$ cat config.mk
export PLATFORM = sky130hd
export DESIGN_NAME = remote_cmd_if_flat
export DESIGN_NICKNAME = d
export VERILOG_FILES = /design/src/rtl/remote_cmd_if_if.sv /design/src/rtl/remote_cmd_if.sv /design/src/flat_wrapper.sv
export SDC_FILE = /design/constraint.sdc
export NUM_CORES = 1
export LEC_CHECK = 0
export ABC_CLOCK_PERIOD_IN_PS = 2700
export BUFFER_PORTS_ARGS = -buffer_cell sky130_fd_sc_hd__buf_2
export CAP_MARGIN = 10
export CELL_PAD_IN_SITES_DETAIL_PLACEMENT = 1
export CELL_PAD_IN_SITES_GLOBAL_PLACEMENT = 1
export CORE_ASPECT_RATIO = 1.1
export CORE_MARGIN = 3
export CORE_UTILIZATION = 30
export CTS_CLUSTER_DIAMETER = 150
export CTS_CLUSTER_SIZE = 10
export DETAILED_ROUTE_END_ITERATION = 16
export GPL_ROUTABILITY_DRIVEN = 0
export PLACE_DENSITY_LB_ADDON = 0.1
export SLEW_MARGIN = 20
export SYNTH_ARGS = -nofsm -noshare
export SYNTH_HDL_FRONTEND = slang
export SYNTH_SLANG_ARGS = --single-unit
export TNS_END_PERCENT = 1
$ cat constraint.sdc
create_clock -name clk -period 2.7 [get_ports clk]
set_input_delay 0.54 -clock clk [delete_from_list [all_inputs] [get_ports clk]]
set_output_delay 0.54 -clock clk [all_outputs]
set_load 0.1 [all_outputs]
$ cat src/rtl/remote_cmd_if_if.sv
// Parallel side of the remote UART front end: the decoded command frame goes out
// and the response byte comes in from the command-configuration stage.
interface remote_cmd_if_if;
    logic        clr_cmd_rdy;
    logic [7:0]  resp;
    logic        send_resp;
    logic        cmd_rdy;
    logic [7:0]  cmd;
    logic [15:0] data;
    logic        tx_busy;
    logic        resp_sent;

    modport master (
        output clr_cmd_rdy, resp, send_resp,
        input  cmd_rdy, cmd, data, tx_busy, resp_sent
    );

    modport slave (
        input  clr_cmd_rdy, resp, send_resp,
        output cmd_rdy, cmd, data, tx_busy, resp_sent
    );
endinterface

$ cat src/rtl/remote_cmd_if.sv
// UART front end for the flight controller: assembles 3-byte command frames from RX
// and serialises the 1-byte response onto TX, full duplex with independent baud timers.
module remote_cmd_if #(
    parameter int BAUD_DIV = 2604
) (
    input  logic           clk,
    input  logic           rst_n,
    input  logic           RX,
    output logic           TX,
    remote_cmd_if_if.slave host
);
    localparam int CW = $clog2(BAUD_DIV) + 1;
    localparam logic [CW-1:0] CNT_FULL = CW'(BAUD_DIV);
    localparam logic [CW-1:0] CNT_HALF = CW'(BAUD_DIV / 2);
    localparam logic [CW-1:0] CNT_ONE  = CW'(1);

    typedef enum logic       {RX_IDLE, RX_RECV}            rx_state_t;
    typedef enum logic [1:0] {WAIT_CMD, WAIT_HI, WAIT_LO}  asm_state_t;
    typedef enum logic       {TX_IDLE, TX_XMIT}            tx_state_t;

    logic          rx_meta_reg, rx_sync_reg, rx_prev_reg;
    logic          rx_start;
    rx_state_t     rx_state_reg, rx_state_next;
    logic [CW-1:0] rx_cnt_reg, rx_cnt_next;
    logic [3:0]    rx_bit_reg, rx_bit_next;
    logic [9:0]    rx_shift_reg, rx_shift_next;
    logic          rx_done_reg, rx_done_next;
    logic          rx_byte_vld, rx_frame_err;

    asm_state_t    asm_state_reg, asm_state_next;
    logic [7:0]    cmd_reg, cmd_next;
    logic [15:0]   data_reg, data_next;
    logic          cmd_rdy_reg, cmd_rdy_next;
    logic          frame_set;

    tx_state_t     tx_state_reg, tx_state_next;
    logic [CW-1:0] tx_cnt_reg, tx_cnt_next;
    logic [3:0]    tx_bit_reg, tx_bit_next;
    logic [9:0]    tx_shift_reg, tx_shift_next;
    logic          resp_sent_reg, resp_sent_next;

    // RX passes two flops before use; the third only exists for falling-edge detection.
    always_ff @(posedge clk or negedge rst_n) begin
        if (!rst_n) begin
            rx_meta_reg <= 1'b1;
            rx_sync_reg <= 1'b1;
            rx_prev_reg <= 1'b1;
        end else begin
            rx_meta_reg <= RX;
            rx_sync_reg <= rx_meta_reg;
            rx_prev_reg <= rx_sync_reg;
        end
    end

    assign rx_start = (rx_state_reg == RX_IDLE) && rx_prev_reg && !rx_sync_reg;

    always_comb begin
        rx_state_next = rx_state_reg;
        rx_cnt_next   = rx_cnt_reg;
        rx_bit_next   = rx_bit_reg;
        rx_shift_next = rx_shift_reg;
        rx_done_next  = 1'b0;
        case (rx_state_reg)
            RX_IDLE: begin
                if (rx_start) begin
                    rx_state_next = RX_RECV;
                    rx_cnt_next   = CNT_HALF;
                    rx_bit_next   = 4'd0;
                end
            end
            RX_RECV: begin
                if (rx_cnt_reg == CNT_ONE) begin
                    rx_shift_next = {rx_sync_reg, rx_shift_reg[9:1]};
                    rx_cnt_next   = CNT_FULL;
                    rx_bit_next   = rx_bit_reg + 4'd1;
                    if (rx_bit_reg == 4'd0 && rx_sync_reg) begin
                        rx_state_next = RX_IDLE;
                    end else if (rx_bit_reg == 4'd9) begin
                        rx_state_next = RX_IDLE;
                        rx_done_next  = 1'b1;
                    end
                end else begin
                    rx_cnt_next = rx_cnt_reg - CNT_ONE;
                end
            end
            default: rx_state_next = RX_IDLE;
        endcase
    end

    always_ff @(posedge clk or negedge rst_n) begin
        if (!rst_n) begin
            rx_state_reg <= RX_IDLE;
            rx_cnt_reg   <= '0;
            rx_bit_reg   <= 4'd0;
            rx_shift_reg <= 10'h3FF;
            rx_done_reg  <= 1'b0;
        end else begin
            rx_state_reg <= rx_state_next;
            rx_cnt_reg   <= rx_cnt_next;
            rx_bit_reg   <= rx_bit_next;
            rx_shift_reg <= rx_shift_next;
            rx_done_reg  <= rx_done_next;
        end
    end

    // After the 10th sample the register holds {stop, data[7:0], start}.
    assign rx_byte_vld  = rx_done_reg && rx_shift_reg[9] && !rx_shift_reg[0];
    assign rx_frame_err = rx_done_reg && !rx_byte_vld;

    always_comb begin
        asm_state_next = asm_state_reg;
        cmd_next       = cmd_reg;
        data_next      = data_reg;
        frame_set      = 1'b0;
        if (rx_frame_err) begin
            asm_state_next = WAIT_CMD;
        end else if (rx_byte_vld) begin
            case (asm_state_reg)
                WAIT_CMD: begin
                    cmd_next       = rx_shift_reg[8:1];
                    asm_state_next = WAIT_HI;
                end
                WAIT_HI: begin
                    data_next[15:8] = rx_shift_reg[8:1];
                    asm_state_next  = WAIT_LO;
                end
                WAIT_LO: begin
                    data_next[7:0] = rx_shift_reg[8:1];
                    asm_state_next = WAIT_CMD;
                    frame_set      = 1'b1;
                end
                default: asm_state_next = WAIT_CMD;
            endcase
        end
        // A completed frame outranks a simultaneous knock-down.
        cmd_rdy_next = frame_set ||
                       (cmd_rdy_reg && !host.clr_cmd_rdy &&
                        !(rx_start && asm_state_reg == WAIT_CMD));
    end

    always_ff @(posedge clk or negedge rst_n) begin
        if (!rst_n) begin
            asm_state_reg <= WAIT_CMD;
            cmd_reg       <= 8'h00;
            data_reg      <= 16'h0000;
            cmd_rdy_reg   <= 1'b0;
        end else begin
            asm_state_reg <= asm_state_next;
            cmd_reg       <= cmd_next;
            data_reg      <= data_next;
            cmd_rdy_reg   <= cmd_rdy_next;
        end
    end

    // TX line is bit 0 of the shift register; ones refill from the top so idle reads high.
    always_comb begin
        tx_state_next  = tx_state_reg;
        tx_cnt_next    = tx_cnt_reg;
        tx_bit_next    = tx_bit_reg;
        tx_shift_next  = tx_shift_reg;
        resp_sent_next = 1'b0;
        case (tx_state_reg)
            TX_IDLE: begin
                if (host.send_resp) begin
                    tx_state_next = TX_XMIT;
                    tx_shift_next = {1'b1, host.resp, 1'b0};
                    tx_cnt_next   = CNT_FULL;
                    tx_bit_next   = 4'd0;
                end
            end
            TX_XMIT: begin
                if (tx_cnt_reg == CNT_ONE) begin
                    tx_cnt_next = CNT_FULL;
                    if (tx_bit_reg == 4'd9) begin
                        tx_state_next  = TX_IDLE;
                        resp_sent_next = 1'b1;
                    end else begin
                        tx_shift_next = {1'b1, tx_shift_reg[9:1]};
                        tx_bit_next   = tx_bit_reg + 4'd1;
                    end
                end else begin
                    tx_cnt_next = tx_cnt_reg - CNT_ONE;
                end
            end
            default: tx_state_next = TX_IDLE;
        endcase
    end

    always_ff @(posedge clk or negedge rst_n) begin
        if (!rst_n) begin
            tx_state_reg  <= TX_IDLE;
            tx_cnt_reg    <= '0;
            tx_bit_reg    <= 4'd0;
            tx_shift_reg  <= 10'h3FF;
            resp_sent_reg <= 1'b0;
        end else begin
            tx_state_reg  <= tx_state_next;
            tx_cnt_reg    <= tx_cnt_next;
            tx_bit_reg    <= tx_bit_next;
            tx_shift_reg  <= tx_shift_next;
            resp_sent_reg <= resp_sent_next;
        end
    end

    assign TX             = tx_shift_reg[0];
    assign host.tx_busy   = (tx_state_reg == TX_XMIT);
    assign host.resp_sent = resp_sent_reg;
    assign host.cmd_rdy   = cmd_rdy_reg;
    assign host.cmd       = cmd_reg;
    assign host.data      = data_reg;
endmodule

$ cat src/flat_wrapper.sv
// flat-port wrapper written by rule: the top's interface ports become plain ports
module remote_cmd_if_flat 
#(
    parameter int BAUD_DIV = 2604
)
  (clk, rst_n, RX, TX, host_clr_cmd_rdy, host_resp, host_send_resp, host_cmd_rdy, host_cmd, host_data, host_tx_busy, host_resp_sent);
  remote_cmd_if_if host_i ();
  input  logic clk;
  input  logic rst_n;
  input  logic RX;
  output logic TX;
  input wire logic [$bits(host_i.clr_cmd_rdy)-1:0] host_clr_cmd_rdy;
  input wire logic [$bits(host_i.resp)-1:0] host_resp;
  input wire logic [$bits(host_i.send_resp)-1:0] host_send_resp;
  output wire logic [$bits(host_i.cmd_rdy)-1:0] host_cmd_rdy;
  output wire logic [$bits(host_i.cmd)-1:0] host_cmd;
  output wire logic [$bits(host_i.data)-1:0] host_data;
  output wire logic [$bits(host_i.tx_busy)-1:0] host_tx_busy;
  output wire logic [$bits(host_i.resp_sent)-1:0] host_resp_sent;
  assign host_i.clr_cmd_rdy = host_clr_cmd_rdy;
  assign host_i.resp = host_resp;
  assign host_i.send_resp = host_send_resp;
  assign host_cmd_rdy = host_i.cmd_rdy;
  assign host_cmd = host_i.cmd;
  assign host_data = host_i.data;
  assign host_tx_busy = host_i.tx_busy;
  assign host_resp_sent = host_i.resp_sent;
  remote_cmd_if #(.BAUD_DIV(BAUD_DIV)) u_core (.clk(clk), .rst_n(rst_n), .RX(RX), .TX(TX), .host(host_i));
endmodule
==> results.tsv, run 1 <==
metric	value	unit
run status	complete, no violations	
Die Y	128	µm
hold-fix buffers at CTS	0	
total CTS buffers	9	
TritonRoute pass-1 iters	4	
post-route ant nets	0	
Seq pwr share	48.1	%
First DRT Iteration DRCs	113	
Synth Register Bits	87	
all-layer global routing usage	14.2	%
setup bufs post-CTS	0	
post-synth net total	388	
Setup-failing EPs final	0	
later-pin clock latency in the skew report	0.33	ns
cell row count	43	
vias	3021	
WL/cell	16.6	µm
initial core utilization	31.3	%
H-tree Lvls	3	
max cap viols	0	
Yosys Warn Count	0	
Switching Power	0.00110	W
area share of the largest cell type after synthesis	40.2	%
sw frac	29.8	%
leakage	2.23	nW
CP Data Required Time	2.96	ns
drt total wl	9670	µm
Final Hold Viols	0	
Syn-to-layout area delta	19.3	%
number of port buffers	40	
Seq/Total Area, Yosys	54.5	%
WP data arrival	2.60	ns
antenna cells	0	
die width	117	µm
CTS resizes	0	
worst vdd ir	0.297	mV
IO Count	41	
Core Util, Final	37.4	%
Crit-path slowest cell	or4_4	
R2R depth	7	
Internal	0.00258	W
Final Max Tran Viols	0	
most common cell after layout, fill and taps aside	dfrtp_1	
# nets final	442	
initial antenna violation count	0	
cell area after synthesis	0.00405	mm²
Hold WS	0.148	ns
syn_area_per_cell	11.1	µm²
grt ovf	0	
CP cell instances	inv_1 -> ha_1 -> or4b_4 -> or4_4 -> a21boi_2 -> buf_4 -> a2bb2oi_1	
CTS Buffer Depth	2	
Tmin final	2.35	ns
CP Launch Type	flip-flop	
Post-DP HPWL	6710	µm
vias in the first global route	3196	
share of cells above drive strength 1	31.3	%
Post-synth EDFFs	0	
RSZ-0062 raised after global routing	false	
Core Area	0.0129	mm²
most frequent cells in the layout	65 x dfrtp_1, 48 x nand2_1, 39 x buf_2, 28 x mux2_2, 22 x dfstp_2	
PwrDens	762	mW/mm²
cell taking the most area after synthesis	dfrtp_1	
Mapped Cells	366	
distinct cell type count after synthesis	54	
Sink Count	87	
setup TNS	0	ns
fillers	1422	
DRC	0	
Main synth FF type	dfrtp_1	
clock root buffer	clkbuf_16	
Max Clock Skew	0.00644	ns
Crit path largest cell delay	0.60	ns
Worst-path clk slew	0.07	ns
clock power share	34.9	%
dominant cells by area after synthesis	dfrtp_1 40%, dfstp_2 14%, mux2_2 7.8%, nand2_1 4.5%, ha_1 2.8%	
asr flop ratio synth	100	%
final setup margin	0.352	ns
Max Fclk	426	MHz
Place WS	0.376	ns
CTS tree	built	
total die area	0.0149	mm²
fin crit share	87.0	%
global-route wire length before repair	16700	µm
largest net degree at the start of global routing	38	
crit-path max FO	13	
Least-Margin Pin Slew	0.778	ns
Gate power share	17.0	%
crit path kind	flip-flop to flip-flop	
Pwr Total	0.00368	W
max_slew headroom	47.6	%
Largest register FFs	16	
Hold/Removal Path Class	input port to async pin	
CP endpoint kind	flip-flop	
average vias per placed instance	5.19	
routing by layer:
layer	wire [µm]	track usage, %	part of all wire (%)	vias to the layer above
met1	4740	19.6	49	1530
li1	-	-	-	1441
met5	0	0	0	-
met2	4510	22.3	47	38
met4	186	5.67	1.9	0
met3	238	2.12	2.5	12
worst max-delay path, delay by kind of cell, from the launching register on:
family,cells,cell delay (ns)
AND/OR/NAND/NOR,2,1.06
flip-flops,1,0.41
adder cells (fa/ha/maj),1,0.14
AO/OA/AOI/OAI,2,0.37
buffers and inverters,2,0.29
per-stage QoR:
step | instances | instance area, µm²
floorplan | 366 | 4050
global placement | 566 | 4520
detailed placement | 566 | 4520
CTS | 582 | 4830
global route | 582 | 4830
finish | 582 | 4830
Yosys cell counts (all sizes together), types with 2 or more instances:
cell	count
dfrtp	65
nand2	48
mux2	28
dfstp	22
o21ai	18
nor2	17
inv	13
nor3	13
a21oi	11
nand3	10
clkbuf	9
ha	9
o22ai	9
a21o	8
a2bb2oi	6
or3	6
or4	6
nand2b	5
nor4	5
a221o	4
buf	4
nand4	4
xnor2	4
xor2	4
nand4b	3
o31ai	3
o41ai	3
a21boi	2
a31o	2
and4	2
mux2i	2
nand3b	2
nor3b	2
o211ai	2
or3b	2
or4b	2
final cells by class:
cell class                      count  area, µm²  share of cell area, %
Clock buffer                       13        260                   5.39
Clock inverter                      3       42.5                  0.881
Inverter                           13       48.8                   1.01
Multi-Input combinational cell    253       1740                   36.0
Sequential cell                    87       2200                   45.7
Tap cell                          157        196                   4.07
Timing Repair Buffer               56        335                   6.95
power by group through the flow:
stage | clock (W) | sequential [W] | combinational, W
final | 0.00128 | 0.00177 | 0.000626
after CTS | 0.00132 | 0.00177 | 0.000639
after global placement | 0 | 0.00177 | 0.000611
after detailed placement | 0 | 0.00179 | 0.000636
after global routing | 0.00138 | 0.00182 | 0.000726
after floorplan | 0 | 0.00172 | 0.000484
cells by family (layout without fill, tap and decap cells):
kind of cell | count (synthesis) | count (layout) | share of synthesized area (%)
compound gates | 75 | 75 | 12.9
xor+xnor | 8 | 8 | 1.73
fa+ha+maj | 9 | 9 | 2.78
buf+inv | 26 | 85 | 2.57
flops | 87 | 87 | 54.5
mux | 30 | 30 | 8.28
simple gates | 131 | 131 | 17.3
path summary, 6_finish.rpt:
kind                                                  start                                 end  slack [ns]
max in group asynchronous                             rst_n  u_core.rx_shift_reg[6]$_DFFE_PN1P_        1.86
hold reg to reg                u_core.rx_meta_reg$_DFF_PN1_        u_core.rx_sync_reg$_DFF_PN1_        0.37
min in group clk                                         RX        u_core.rx_meta_reg$_DFF_PN1_        0.30
setup reg to reg           u_core.tx_cnt_reg[1]$_DFFE_PN0P_  u_core.tx_shift_reg[6]$_DFFE_PN1P_        0.35
hold / removal                                        rst_n     u_core.host.data[9]$_DFFE_PN0P_        0.15
setup / recovery           u_core.tx_cnt_reg[1]$_DFFE_PN0P_  u_core.tx_shift_reg[6]$_DFFE_PN1P_        0.35
No activity file was read; power rests on OpenSTA's default activity.
==> run 2, diff against run 1 <==
ABC_AREA = 1   (was unset)
==> results.tsv, run 2 <==
metric	value	unit	change
cell taking the most area after synthesis	dfrtp_1		
CP endpoint kind	primary output		
Setup-failing EPs final	0		unchanged
drt total wl	10100	µm	+4.9%
most frequent cell after synthesis	nand2_1		
grt met2 use	22.7	%	+0.38 points
hold-fix buffers at CTS	0		unchanged
final setup margin	0.656	ns	+0.304 ns
post-route ant nets	0		unchanged
total CTS buffers	9		unchanged
Crit path largest cell delay	0.64	ns	+0.04 ns
Max Fclk	489	MHz	+15%
Post-synth EDFFs	0		unchanged
H-tree Lvls	3		unchanged
leakage	2.38	nW	+6.6%
Main synth FF type	dfrtp_1		
Core Area	0.0139	mm²	+7.3%
CP delay by family, top	flip-flops		
Yosys Warn Count	0		unchanged
Seq/Total Area, Yosys	51.6	%	-2.8 points
Final Max Tran Viols	0		unchanged
distinct cell type count after synthesis	37		-31%
worst setup path start	u_core.host.tx_busy$_DFF_PN0_		
Placed Instance Area	0.00466	mm²	+3.1%
# nets final	579		+31%
Sink Count	87		unchanged
antenna cells	0		unchanged
TritonRoute pass-1 iters	4		unchanged
later-pin clock latency in the skew report	0.35	ns	+0.02 ns
worst path bufs/invs	1		-1
Syn-to-layout area delta	16.3	%	
Largest register FFs	16		unchanged
clock root buffer	clkbuf_16		
IO Count	41		unchanged
total die area	0.0157	mm²	+5.2%
all-layer global routing usage	13.9	%	-0.32 points
cell row count	45		+4.7%
cell area after synthesis	0.00427	mm²	+5.5%
Core Util, Final	35.8	%	-1.5 points
crit-path max FO	13		unchanged
WP data arrival	1.50	ns	-1.10 ns
Hold/Removal Path Class	input port to async pin		
die width	120	µm	+2.6%
CP Launch Type	flip-flop		
vias	3389		+12%
RSZ-0062 raised after global routing	false		
vias in the first global route	3543		+11%
syn_area_per_cell	8.31	µm²	-25%
asr flop ratio synth	100	%	unchanged
Final Hold Viols	0		unchanged
number of port buffers	40		unchanged
DRC	0		unchanged
met1 GRT Util	18.2	%	-1.5 points
Synth Register Bits	87		unchanged
Synth top cells by count	162 x nand2_1, 65 x dfrtp_1, 47 x inv_1, 45 x nor2_1, 40 x nand3_1		
initial core utilization	30.8	%	-0.52 points
fin crit share	75.7	%	-11 points
post-synth net total	536		+38%
setup TNS	0	ns	unchanged
busiest grt layer	met2		
most frequent cells in the layout	162 x nand2_1, 65 x dfrtp_1, 47 x inv_1, 45 x nor2_1, 40 x nand3_1		
CP Data Required Time	2.16	ns	-0.80 ns
CTS Buffer Depth	2		unchanged
max cap viols	0		unchanged
met3 usage	3.40	%	+1.3 points
worst vdd ir	0.293	mV	-1.4%
Least-Margin Pin Slew	0.751	ns	-0.0277 ns
share of cells above drive strength 1	20.3	%	-11 points
Place WS	0.694	ns	+0.318 ns
max_slew headroom	49.8	%	+2.2 points
Crit-path slowest cell	dfrtp_1		
average vias per placed instance	4.52		-13%
Post-DP HPWL	7260	µm	+8.2%
Mapped Cells	514		+40%
CTS tree	built		
area share of the largest cell type after synthesis	38.1	%	-2.1 points
crit path kind	flip-flop to primary output		
Die Y	131	µm	+2.6%
initial antenna violation count	0		unchanged
dominant cells by area after synthesis	dfrtp_1 38%, nand2_1 14%, dfstp_2 14%, nand3_1 4.7%, inv_1 4.1%		
CTS resizes	0		unchanged
global-route wire length before repair	17600	µm	+5.6%
largest net degree at the start of global routing	36		-5.3%
Pwr Total	0.00386	W	+5.1%
design area	0.00496	mm²	+2.9%
most common cell after layout, fill and taps aside	nand2_1		
First DRT Iteration DRCs	108		-4.4%
Worst-path clk slew	0.07	ns	about the same
setup bufs post-CTS	0		unchanged
run status	complete, no violations		
reg2reg start	u_core.host.tx_busy$_DFF_PN0_		
PwrDens	778	mW/mm²	+2.2%
Max Clock Skew	0.00701	ns	+0.000575 ns
Tmin final	2.04	ns	-0.304 ns
grt ovf	0		unchanged
WL/cell	13.5	µm	-19%
CP cell instances	buf_2		
[run 2: layout make-up]
type / count / area (µm²)
fill: 1697 / 8890
sequential: 87 / 2200
multi-input combinational: 363 / 1780
timing repair buffer: 45 / 253
clock buffer: 12 / 246
tap: 188 / 235
inverter: 51 / 191
clock inverter: 4 / 53.8
[run 2: per-layer routing]
metal,share of wire [%],up-vias
met3,2.5,9
met4,1.1,0
met5,0,-
met2,49,31
met1,48,1638
li1,-,1711
[run 2: path summary, 6_finish.rpt]
path	slack (ns)	to	cells past startpoint
hold / removal	0.15	u_core.rx_cnt_reg[12]$_DFFE_PN0P_	1
setup / recovery	0.66	host_tx_busy	1
hold reg to reg	0.36	u_core.rx_sync_reg$_DFF_PN1_	0
setup reg to reg	0.72	u_core.tx_bit_reg[3]$_DFFE_PN0P_	6
max in group asynchronous	1.89	u_core.rx_shift_reg[6]$_DFFE_PN1P_	2
min in group clk	0.32	u_core.rx_meta_reg$_DFF_PN1_	1
[run 2: kinds of logic after synthesis]
group / count (synthesis) / share of synthesized area, %
buffers and inverters: 64 / 6.68
adders and majority gates: 9 / 2.64
DFF: 87 / 51.6
xor gates and xnor gates: 9 / 1.85
and+or+nand+nor: 280 / 28.5
AOI/OAI and AO/OA: 65 / 8.73
[run 2: per-stage QoR]
stage | hold WS, ns | cells
final | 0.152 | 750
after global routing | 0.179 | 750
after CTS | 0.162 | 750
after detailed placement | 0.347 | 734
after global placement | 0.348 | 734
after floorplan | 0.244 | 514
[run 2: report_power, final]
part	switching (W)	total [W]	internal, W
Sequential	0.000223	0.00175	0.00153
Combinational	0.000518	0.000827	0.000308
Clock	0.000536	0.00128	0.000747
==> run 3, diff against run 2 <==
ABC_CLOCK_PERIOD_IN_PS = 2000   (was 2700)
clock period = 2 ns   (was 2.7 ns; I/O delays follow)
==> results.tsv, run 3 (synthesized netlist as in run 2, its figures left out) <==
metric	value	unit	change
run status	complete, no violations		
die width	120	µm	unchanged
reg2reg start	u_core.rx_state_reg$_DFF_PN0_		
setup bufs post-CTS	0		unchanged
cell row count	45		unchanged
most common cell after layout, fill and taps aside	nand2_1		
H-tree Lvls	3		unchanged
Tmin final	1.78	ns	
TritonRoute pass-1 iters	4		unchanged
CP Launch Type	flip-flop		
DRC	0		unchanged
vias in the first global route	3840		+8.4%
Final Max Tran Viols	0		unchanged
vias	3472		+2.4%
drt total wl	10500	µm	+3.5%
sw frac	33.7	%	+0.66 points
share of cells above drive strength 1	21.2	%	+0.88 points
post-route ant nets	0		unchanged
total CTS buffers	9		unchanged
Gate power share	22.4	%	+1.0 points
First DRT Iteration DRCs	128		+19%
setup TNS	0	ns	unchanged
Seq pwr share	45.2	%	-0.2 points
Internal	0.00348	W	+34%
hold-fix buffers at CTS	0		unchanged
crit path kind	flip-flop to flip-flop		
clock root buffer	clkbuf_16		
CP endpoint kind	flip-flop		
number of port buffers	40		unchanged
Core Area	0.0139	mm²	unchanged
later-pin clock latency in the skew report	0.34	ns	about the same
crit-path max FO	28		+15
average vias per placed instance	4.60		+1.8%
global-route wire length before repair	18500	µm	+5.1%
WL/cell	13.9	µm	+2.9%
CTS resizes	0		unchanged
Max Clock Skew	0.00748	ns	+0.000468 ns
CTS tree	built		
fillers	1712		+0.88%
CTS Buffer Depth	2		unchanged
Final Hold Viols	0		unchanged
Die Y	131	µm	unchanged
IO Count	41		unchanged
Sink Count	87		unchanged
total die area	0.0157	mm²	unchanged
Post-DP HPWL	7630	µm	+5.1%
Worst-path clk slew	0.06	ns	about the same
Placed Instance Area	0.00470	mm²	+0.80%
Syn-to-layout area delta	17.1	%	
Max Fclk	561	MHz	
all-layer global routing usage	14.4	%	+0.53 points
R2R depth	5		-1
most frequent cells in the layout	162 x nand2_1, 65 x dfrtp_1, 47 x inv_1, 45 x nor2_1, 40 x nand3_1		
max_slew headroom	67.7	%	+18 points
CP Data Required Time	2.21	ns	+0.05 ns
RSZ-0062 raised after global routing	false		
initial core utilization	30.8	%	unchanged
max cap viols	0		unchanged
PwrDens	1050	mW/mm²	+35%
WP data arrival	1.99	ns	+0.49 ns
leakage	2.40	nW	+0.97%
worst r2r dst	u_core.rx_bit_reg[1]$_DFFE_PN0P_		
setup slack, reg-to-reg	0.22	ns	-0.50 ns
Switching Power	0.00177	W	+38%
design area	0.00500	mm²	+0.68%
largest net degree at the start of global routing	35		-2.8%
Hold/Removal Path Class	input port to async pin		
initial antenna violation count	0		unchanged
worst vdd ir	0.407	mV	+39%
Setup-failing EPs final	0		unchanged
Largest register FFs	16		unchanged
fin crit share	89.2	%	
clock power share	32.4	%	-0.8 points
antenna cells	0		unchanged
Least-Margin Pin Slew	0.488	ns	-0.263 ns
# nets final	584		+0.86%
grt ovf	0		unchanged
==> run 3: cell count changes in the layout (fill, tap and decap cells not counted) <==
cell and change:
buf_4 +5, clkbuf_1 -1, clkbuf_8 -1, clkinv_2 +1
inv_6 +1
==> run 3: power by group through the flow <==
stage | clock network [W] | logic, W | registers (W)
CTS | 0.00176 | 0.00120 | 0.00237
detailed placement | 0 | 0.00120 | 0.00240
finish | 0.00170 | 0.00118 | 0.00237
global route | 0.00186 | 0.00142 | 0.00241
floorplan | 0 | 0.000871 | 0.00232
global placement | 0 | 0.00116 | 0.00239
==> run 3: metal layers <==
layer	track usage, %	vias up	wire (µm)
met5	0	-	0
met4	4.58	0	156
met3	2.93	11	255
met2	25.2	37	5240
met1	17.8	1693	4860
li1	-	1731	-
==> run 3: critical path: stages, from the launching register on <==
cell and delay (ns):
dfrtp_1 0.61, nand2_1 0.13, nor3_2 0.29, nand2_4 0.28
nand2_1 0.21, o21ai_0 0.11
==> run 3: stage by stage <==
stage / power (W) / std cells / worst slack [ns] / hold WS (ns) / utilization (%)
final: 0.00524 / 755 / 0.216 / 0.0113 / 36.1
after detailed placement: 0.00360 / 739 / 0.234 / 0.360 / 33.9
after CTS: 0.00533 / 755 / 0.207 / 0.0227 / 36.1
after floorplan: 0.00319 / 514 / 0.135 / 0.104 / -
after global routing: 0.00569 / 755 / 0.0766 / 0.0338 / 36.1
after global placement: 0.00355 / 739 / 0.327 / 0.358 / 33.9
==> run 3: worst max path at each step <==
stage                                                   to  slack [ns]  depth (start not counted)                          start
final                     u_core.rx_bit_reg[1]$_DFFE_PN0P_        0.22                          5  u_core.rx_state_reg$_DFF_PN0_
after global routing      u_core.rx_bit_reg[1]$_DFFE_PN0P_        0.08                          6  u_core.rx_state_reg$_DFF_PN0_
after CTS                 u_core.rx_bit_reg[1]$_DFFE_PN0P_        0.21                          5  u_core.rx_state_reg$_DFF_PN0_
after detailed placement  u_core.rx_bit_reg[1]$_DFFE_PN0P_        0.23                          5  u_core.rx_state_reg$_DFF_PN0_
after global placement    u_core.rx_bit_reg[1]$_DFFE_PN0P_        0.33                          5  u_core.rx_state_reg$_DFF_PN0_
after floorplan           u_core.tx_cnt_reg[5]$_DFFE_PN0P_        0.13                          6  u_core.host.tx_busy$_DFF_PN0_
==> run 3: area by class of cell <==
type	count	area [µm²]	area share, %
Inverter	51	191	3.83
Timing Repair Buffer	50	290	5.81
Clock buffer	10	229	4.58
Clock inverter	6	67.6	1.35
Multi-Input combinational cell	363	1780	35.6
Sequential cell	87	2200	44.1
Tap cell	188	235	4.71
